`src/rtl/core_pkg.sv`:
```
// Shared core definitions: register-file geometry and the encoding used to
// report which source an operand bypass was taken from.
package core_pkg;

   localparam int XLEN   = 32;
   localparam int RIDX_W = 5;

   // Architectural zero register; never a forwarding target.
   localparam int ZERO_REG = 0;

   // Hit-source encoding: register file, live ALU output, then history
   // entry k reported as HIT_HIST_BASE + k.
   localparam int HIT_SRC_W = 3;
   localparam logic [HIT_SRC_W-1:0] HIT_RF        = 3'd0;
   localparam logic [HIT_SRC_W-1:0] HIT_LIVE      = 3'd1;
   localparam logic [HIT_SRC_W-1:0] HIT_HIST_BASE = 3'd2;

endpackage

```
`src/rtl/bypass_hist_line.sv`:
```
// Shift register of recent results {valid, idx, value}. Entry 0 is the
// newest; every entry is visible in parallel for the bypass comparators.
module bypass_hist_line #(
   parameter int IDX_W = 5,
   parameter int VAL_W = 32,
   parameter int DEPTH = 2
) (
   input  logic                        clk,
   input  logic                        rst_n,
   input  logic                        push_valid,
   input  logic [IDX_W-1:0]            push_idx,
   input  logic [VAL_W-1:0]            push_value,
   output logic [DEPTH-1:0]            ent_valid,
   output logic [DEPTH-1:0][IDX_W-1:0] ent_idx,
   output logic [DEPTH-1:0][VAL_W-1:0] ent_value
);

   // Shift a new result in at entry 0 every cycle; the oldest falls off the end.
   always_ff @(posedge clk or negedge rst_n) begin
      if (!rst_n) begin
         ent_valid <= '0;
         ent_idx   <= '0;
         ent_value <= '0;
      end else begin
         ent_valid[0] <= push_valid;
         ent_idx[0]   <= push_idx;
         ent_value[0] <= push_value;
         for (int k = 1; k < DEPTH; k++) begin
            ent_valid[k] <= ent_valid[k-1];
            ent_idx[k]   <= ent_idx[k-1];
            ent_value[k] <= ent_value[k-1];
         end
      end
   end

endmodule

```
`src/rtl/operand_bypass.sv`:
```
// Pre-ALU operand forwarding. Each of Rs/Rt takes the newest in-flight
// result for its register: the live ALU output first, then the history
// (newest entry first), else the register-file value. Register 0 is never
// forwarded. HIST_DEPTH is legal from 1 to 4 so the hit code fits 3 bits.
// Optional macro OPERAND_BYPASS_HIT_FLAGS_EN exposes rs_hit_src/rt_hit_src.
module operand_bypass #(
   parameter int XLEN       = core_pkg::XLEN,
   parameter int RIDX_W     = core_pkg::RIDX_W,
   parameter int HIST_DEPTH = 2
) (
   input  logic              clk,
   input  logic              rst_n,
   input  logic [RIDX_W-1:0] rs_index,
   input  logic [RIDX_W-1:0] rt_index,
   input  logic [XLEN-1:0]   rs_val,
   input  logic [XLEN-1:0]   rt_val,
   input  logic [RIDX_W-1:0] rd_index,
   input  logic [XLEN-1:0]   rd_value,
   input  logic              rd_we,
`ifdef OPERAND_BYPASS_HIT_FLAGS_EN
   output logic [2:0]        rs_hit_src,
   output logic [2:0]        rt_hit_src,
`else
   // Hit-source trace ports are absent in the default build.
`endif
   output logic [XLEN-1:0]   bypassed_rs_val,
   output logic [XLEN-1:0]   bypassed_rt_val
);

   import core_pkg::*;

   localparam logic [RIDX_W-1:0] ZERO_IDX = RIDX_W'(ZERO_REG);

   logic                              live_valid;
   logic [HIST_DEPTH-1:0]             hist_valid;
   logic [HIST_DEPTH-1:0][RIDX_W-1:0] hist_idx;
   logic [HIST_DEPTH-1:0][XLEN-1:0]   hist_value;
   logic [HIT_SRC_W-1:0]              rs_src;
   logic [HIT_SRC_W-1:0]              rt_src;

   assign live_valid = rd_we && (rd_index != ZERO_IDX);

   bypass_hist_line #(
      .IDX_W (RIDX_W),
      .VAL_W (XLEN),
      .DEPTH (HIST_DEPTH)
   ) u_hist (
      .clk        (clk),
      .rst_n      (rst_n),
      .push_valid (live_valid),
      .push_idx   (rd_index),
      .push_value (rd_value),
      .ent_valid  (hist_valid),
      .ent_idx    (hist_idx),
      .ent_value  (hist_value)
   );

   // Priority search: live output beats every history entry, and within the
   // history the lowest (newest) entry wins. Index 0 always reports a miss.
   function automatic logic [HIT_SRC_W-1:0] find_src(input logic [RIDX_W-1:0] op_idx);
      logic [HIT_SRC_W-1:0] src;
      logic                 found;
      src   = HIT_RF;
      found = 1'b0;
      if (op_idx != ZERO_IDX) begin
         if (live_valid && (rd_index == op_idx)) begin
            src   = HIT_LIVE;
            found = 1'b1;
         end
         for (int k = 0; k < HIST_DEPTH; k++) begin
            if (!found && hist_valid[k] && (hist_idx[k] == op_idx)) begin
               src   = HIT_HIST_BASE + HIT_SRC_W'(k);
               found = 1'b1;
            end
         end
      end
      return src;
   endfunction

   // Turn a hit-source code into the operand value it names.
   function automatic logic [XLEN-1:0] select_val(input logic [HIT_SRC_W-1:0] src,
                                                   input logic [XLEN-1:0]      rf_val);
      logic [XLEN-1:0] val;
      val = rf_val;
      if (src == HIT_LIVE) begin
         val = rd_value;
      end
      for (int k = 0; k < HIST_DEPTH; k++) begin
         if (src == HIT_HIST_BASE + HIT_SRC_W'(k)) begin
            val = hist_value[k];
         end
      end
      return val;
   endfunction

   // Resolve Rs and Rt independently; both may hit the same source.
   always_comb begin
      rs_src          = find_src(rs_index);
      rt_src          = find_src(rt_index);
      bypassed_rs_val = select_val(rs_src, rs_val);
      bypassed_rt_val = select_val(rt_src, rt_val);
   end

`ifdef OPERAND_BYPASS_HIT_FLAGS_EN
   assign rs_hit_src = rs_src;
   assign rt_hit_src = rt_src;
`else
   // Hit codes still steer the value muxes; they are simply not exported.
`endif

endmodule

```
`config.mk`:
```
export PLATFORM = sky130hd
export DESIGN_NAME = operand_bypass
export DESIGN_NICKNAME = d
export VERILOG_FILES = /design/src/rtl/core_pkg.sv /design/src/rtl/bypass_hist_line.sv /design/src/rtl/operand_bypass.sv
export SDC_FILE = /design/constraint.sdc
export NUM_CORES = 1
export LEC_CHECK = 0
export CORE_AREA = 3 3 103 105
export DETAILED_ROUTE_END_ITERATION = 7
export DIE_AREA = 0 0 106 108
export GPL_TIMING_DRIVEN = 0
export PLACE_DENSITY = 0.82
export SLEW_MARGIN = 20
export SYNTH_ARGS = -nofsm -noshare
export SYNTH_HDL_FRONTEND = slang
export SYNTH_HIERARCHICAL = 1
export SYNTH_SLANG_ARGS = --single-unit
```
`constraint.sdc`:
```
create_clock -name clk -period 3.3 [get_ports clk]
set_clock_uncertainty 0.2 [all_clocks]
set_input_delay 0.495 -clock clk [delete_from_list [all_inputs] [get_ports clk]]
set_output_delay 0.495 -clock clk [all_outputs]
set_load 0.01 [all_outputs]
```
## Yosys cells after proc, flatten, opt, wreduce, memory -nomap -nowiden

Cells that the tools add are included.

- RAM bits: 0
- Bits of input ports: 114
- Latch bits: 0
- Output and inout bits: 64
- ROM bits: 0
- Word-level logic and storage cells: 57
- Register bits: 76
- Memories kept: 0

- Add/subtract/negate cells: 0
- Bitwise gates (word level): 0
- Order comparisons: 0
- $mul: 0
- Eq/ne operators: 12
- Shift-type cells: 0
- Divide/modulo/power cells: 0
- Reductions and logical operators: 18
- Muxes and demuxes: 22

Operators with widths:

| kind | number |
|---|---|
| 32-bit 2-to-1 mux | 6 |
| 5-bit equality test | 6 |
| 3-bit 2-to-1 mux | 6 |
| 5-bit nonzero test | 3 |
| 3-bit by 2-bit equality test with 1-bit output, second input constant | 4 |
| 1-bit logical AND | 11 |
| 1-bit 2-to-1 mux | 10 |
| 3-bit by 1-bit equality test with 1-bit output, second input constant | 2 |
| 1-bit zero test | 4 |

## Depth between registers and ports, before layout

Gate-level depths: netlist of the first run.

- Word-level depth: 19
- Depth in mapped cells: 7
- Gate-level depth less buffers: 5

## Hierarchy

The synthesis of the first run kept the hierarchy.

By module, submodules not included:

| module | times used | cells each | area each (um^2) |
|---|---|---|---|
| operand_bypass | 1 | 286 | 2477.4 |
| bypass_hist_line | 1 | 76 | 1901.8 |

## Worst setup path after synthesis of the first run

No wires, ideal clock.

- Path kind: input -> output
- Start: input port rd_index[1]
- End: output port bypassed_rs_val[21]
- Data required time: 2.605 ns
- Arrival time: 1.975 ns
- Path buffers: 1
- Path slack: 0.630 ns
- Stages on the path: 6
- Path through: or4_4 > o211ai_2 > o21a_2 > a21bo_2 > buf_6 > a22oi_2

- Word-level cells in the longest chain between the ends: 19
- Elaborated cells on any way between the ends: 24
- Those cells by class: eq/ne (4); mux (11); reduce/logical (9)

Ends and longest elaborated chain:

| item | line | text |
|---|---|---|
| start, declared | operand_bypass.sv:17 | `input logic [RIDX_W-1:0] rd_index,` |
| 5-bit nonzero test | operand_bypass.sv:41 | `assign live_valid = rd_we && (rd_index != ZERO_IDX);` |
| 1-bit logical AND | operand_bypass.sv:41 |  |
| 1-bit logical AND (*) | operand_bypass.sv:66 | `if (live_valid && (rd_index == op_idx)) begin` |
| 1-bit 2-to-1 mux | operand_bypass.sv:66 |  |
| 1-bit 2-to-1 mux | operand_bypass.sv:65 | `if (op_idx != ZERO_IDX) begin` |
| 1-bit zero test | operand_bypass.sv:71 | `if (!found && hist_valid[k] && (hist_idx[k] == op_idx)) begin` |
| 1-bit logical AND (2 in a row) | operand_bypass.sv:71 |  |
| 1-bit 2-to-1 mux | operand_bypass.sv:71 |  |
| 1-bit 2-to-1 mux | operand_bypass.sv:65 |  |
| 1-bit zero test | operand_bypass.sv:71 |  |
| 1-bit logical AND (2 in a row) | operand_bypass.sv:71 |  |
| 3-bit 2-to-1 mux (*) | operand_bypass.sv:71 |  |
| 3-bit 2-to-1 mux (*) | operand_bypass.sv:65 |  |
| 3-bit by 1-bit equality test with 1-bit output | operand_bypass.sv:85 | `if (src == HIT_LIVE) begin` |
| 32-bit 2-to-1 mux | operand_bypass.sv:85 |  |
| 32-bit 2-to-1 mux | operand_bypass.sv:89 | `if (src == HIT_HIST_BASE + HIT_SRC_W'(k)) begin` |
| 32-bit 2-to-1 mux (*) | operand_bypass.sv:89 |  |
| end, declared | operand_bypass.sv:26 | `output logic [XLEN-1:0] bypassed_rs_val,` |

Mark *: on every way between the ends. The rest lies on a longest branch, timed or not. The select of a mux whose other input is x is not followed.

## Worst setup path after layout of the first run

- Start: input port rt_index[2]
- End: output port bypassed_rt_val[31]

- Word-level cells in the longest chain between the ends: 18
- Elaborated cells on any way between the ends: 25
- Those cells by class: eq/ne (6); mux (11); reduce/logical (8)

Ends and longest elaborated chain:

| item | line | text |
|---|---|---|
| start, declared | operand_bypass.sv:14 | `input logic [RIDX_W-1:0] rt_index,` |
| 5-bit equality test | operand_bypass.sv:66 |  |
| 1-bit logical AND | operand_bypass.sv:66 |  |
| 1-bit 2-to-1 mux | operand_bypass.sv:66 |  |
| 1-bit 2-to-1 mux | operand_bypass.sv:65 |  |
| 1-bit zero test | operand_bypass.sv:71 |  |
| 1-bit logical AND (2 in a row) | operand_bypass.sv:71 |  |
| 1-bit 2-to-1 mux | operand_bypass.sv:71 |  |
| 1-bit 2-to-1 mux | operand_bypass.sv:65 |  |
| 1-bit zero test | operand_bypass.sv:71 |  |
| 1-bit logical AND (2 in a row) | operand_bypass.sv:71 |  |
| 3-bit 2-to-1 mux | operand_bypass.sv:71 |  |
| 3-bit 2-to-1 mux (*) | operand_bypass.sv:65 |  |
| 3-bit by 1-bit equality test with 1-bit output | operand_bypass.sv:85 |  |
| 32-bit 2-to-1 mux | operand_bypass.sv:85 |  |
| 32-bit 2-to-1 mux | operand_bypass.sv:89 |  |
| 32-bit 2-to-1 mux (*) | operand_bypass.sv:89 |  |
| end, declared | operand_bypass.sv:27 | `output logic [XLEN-1:0] bypassed_rt_val` |

Marked as above.

==> flow_metrics.env, run 1 <==
export IMPL_status="complete, no violations"
export IMPL_r2r_start="u_hist/ent_idx[0]"
export IMPL_grt_max_degree=43
export IMPL_path_max_fanout=6
export IMPL_fmax_ghz=0.310
export IMPL_overflow=0
export IMPL_yosys_register_bits=76
export IMPL_grt_pass1_wl_microns=22600
export IMPL_finalSetupViolCount=0
export IMPL_crit_end="bypassed_rt_val[31]"
export IMPL_worst_slew_pin_slew_ns=0.463
export IMPL_ys_types=25
export IMPL_yosysSeqAreaShare_pct=43.4
export IMPL_max_slew_margin_rel_pct=69.1
export IMPL_clock_root_buffer="clkbuf_8"
export IMPL_end_kind="output port"
export IMPL_finalWeightedCongestion=0.808
export IMPL_worstReg2RegEnd="u_hist/ent_idx[5]"
export IMPL_gr_usage_all_layers_pct=25.2
export IMPL_drive_gt1_share_pct=34.9
export IMPL_yosys_warnings=6
export IMPL_die_h_microns=108
export IMPL_ir_worst_vdd_mv=0.173
export IMPL_die_area_sq_um=11400
export IMPL_leakage_nw=2.53
export IMPL_hp_class="input port to flip-flop"
export IMPL_layout_setup_ws_ns=0.0722
export IMPL_cts_sinks=76
export IMPL_vias_per_cell=5.68
export IMPL_netlist_instances=362
export IMPL_post_place_ws_ns=-0.963
export IMPL_antenna_left=0
export IMPL_fin_nets=670
export IMPL_arrival_ns=2.53
export IMPL_area_delta_synth_final_pct=47.4
export IMPL_path_delay_family="buffers and inverters"
export IMPL_drv_cap=0
export IMPL_fin_crit_ns=3.23
export IMPL_cts_tree="built"
export IMPL_cts_buffer_depth=2
export IMPL_avgSynthCellArea_sq_um=12.1
export IMPL_wl_per_cell_microns=20.3
export IMPL_cts_max_level=3
export IMPL_hold_slack_ns=0.115
export IMPL_critPathMaxStageDelay_ns=0.64
export IMPL_netlist_area_sq_um=4380
export IMPL_criticalPathCategory="input port to output port"
export IMPL_reg2reg_slack_ns=2.49
export IMPL_design_core_area_sq_um=9730
export IMPL_crit_buf_inv=2
export IMPL_row_count=36
export IMPL_drt_initial_drc_count=162
export IMPL_start_kind="input port"
export IMPL_antenna_found_initial=0
export IMPL_drt_pass1_iterations=5
export IMPL_cts_buffers=9
export IMPL_start_util_pct=45.0
export IMPL_hpwl_microns=10100
export IMPL_power_density_nw_per_um2=337
export IMPL_worstSetupPathDepth=6
export IMPL_crit_chain="clkdlybuf4s50_1 -> xor2_1 -> or3_4 -> a21bo_4 -> a22oi_1 -> dlygate4sd2_1"
export IMPL_antennaDiodeCount=0
export IMPL_route_detailed_drc=0
export IMPL_required_ns=2.60
export IMPL_drv_slew=0
export IMPL_synth_nets=476
export IMPL_ios=178
export IMPL_grt_pass1_vias=4370
export IMPL_crit_path_start="rt_index[2]"
export IMPL_finalHoldViolCount=0
export IMPL_cpMaxStageDelayCell="clkdlybuf4s50_1"
export IMPL_r2r_cells=0
export IMPL_rsz0062_at_grt="no"
export IMPL_num_vias=3943
export IMPL_dieWidth_microns=106
export IMPL_p_total_mw=2.18
export IMPL_port_buffers=177
export IMPL_clk_latency_ns=0.35
export IMPL_post_route_period_util_pct=97.8
export IMPL_drt_total_wl_microns=14100
export IMPL_path_clk_slew_ns=0.09
cell usage in the layout, fill, tap and decap left out, types with 3 or more instances in the layout:
cell / netlist / layout
clkinvlp_4: 0 / 3
a22oi_1: 4 / 4
mux2i_1: 64 / 64
o22ai_1: 64 / 62
buf_6: 6 / 6
clkbuf_2: 0 / 27
buf_4: 0 / 16
clkdlybuf4s50_1: 0 / 98
buf_2: 12 / 39
nand4_1: 4 / 4
dfrtp_1: 76 / 76
xnor2_2: 0 / 3
dlygate4sd2_1: 0 / 13
a22oi_2: 60 / 60
clkbuf_4: 0 / 8
nand2_1: 4 / 4
clkbuf_8: 0 / 12
xnor2_1: 20 / 17
xor2_1: 10 / 10
flip-flops by register name, indices dropped and copies added, names as in the netlist:
register	flops
u_hist/ent_value	64
u_hist/ent_valid	2
u_hist/ent_idx	10
repair_timing:
| action | in CTS | in global routing |
|---|---|---|
| setup endpoints to repair | 64 | 62 |
| setup buffers | 6 | 0 |
| hold buffers | 1 | 0 |
| pin swaps | 7 | 4 |
| endpoints found under the hold margin | 34 | 0 |
| resized for setup | 238 | 66 |
cell usage after synthesis:
cell type,count,area share [%]
o311ai_1,2,0.40
clkbuf_1,14,1.2
nor4_1,2,0.29
o211ai_2,2,0.57
o21a_2,2,0.40
dfrtp_1,76,43
xor2_1,10,2.0
o21ai_0,1,0.11
buf_6,6,1.5
a21bo_2,1,0.23
o22ai_1,64,9.1
mux2i_1,64,15
and2_1,2,0.29
or3_1,2,0.29
or4_4,1,0.26
inv_1,2,0.17
a21bo_4,1,0.37
xnor2_1,20,4.0
nand4_1,4,0.57
buf_2,12,1.4
a22oi_2,60,17
nand2_1,4,0.34
nor2_1,4,0.34
a22oi_1,4,0.69
nor3_1,2,0.23
worst min-delay path by stage:
| stage | start | end | slack [ns] | depth (start not counted) |
|---|---|---|---|---|
| global placement | u_hist/ent_valid[0] | u_hist/ent_valid[1] | 0.16 | 0 |
| global route | rd_index[4] | u_hist/ent_idx[4] | 0.11 | 1 |
| floorplan | rst_n | u_hist/ent_idx[0] | -0.0006 | 0 |
| detailed placement | u_hist/ent_valid[0] | u_hist/ent_valid[1] | 0.16 | 0 |
| finish | rd_index[4] | u_hist/ent_idx[4] | 0.12 | 1 |
| CTS | u_hist/ent_valid[0] | u_hist/ent_valid[1] | 0.18 | 0 |
per-layer routing:
metal,track usage [%],routed length [microns],share of wire (%),up-vias
met3,6.57,942,6.7,17
met4,6.85,182,1.3,0
met5,0,0,0,-
met2,44.9,7310,52,156
met1,30.5,5640,40,1951
li1,-,-,-,1819
layout make-up:
class / count / area [sq um]
fillers: 831 / 3280
multi-input cells: 252 / 2430
flip-flops and latches: 76 / 1900
repair buffers: 185 / 1510
plain buffers: 30 / 267
well taps: 133 / 166
clock buffers: 10 / 128
clock inverters: 6 / 41.3
inverters: 2 / 7.51
stage by stage:
step | util, % | TNS (ns) | cell area, sq um | cells
after floorplan | - | 0 | 4380 | 362
after global placement | 64.9 | -136.37 | 6320 | 672
after detailed placement | 65.1 | -55.78 | 6330 | 673
after CTS | 69.0 | 0 | 6710 | 695
after global routing | 66.3 | 0 | 6450 | 694
final | 66.3 | 0 | 6450 | 694
kinds of logic after synthesis:
family / synth area share [%]
buffers and inverters: 4.29
muxes: 14.6
AOI/OAI and AO/OA: 29.1
xor gates and xnor gates: 6.00
and+or+nand+nor: 2.60
DFF: 43.4
where the power goes:
group	switching, mW	total [mW]	internal [mW]
registers	0.0349	1.01	0.978
logic	0.255	0.537	0.282
clock network	0.355	0.627	0.272
Note: power is estimated with default switching activity, not from simulation.
==> inputs of run 2 (changes only) <==
Settings changed: SLEW_MARGIN 20 to 15.
==> results of run 2 <==
The final DEF is identical to that of run 1; final timing and power are the same.
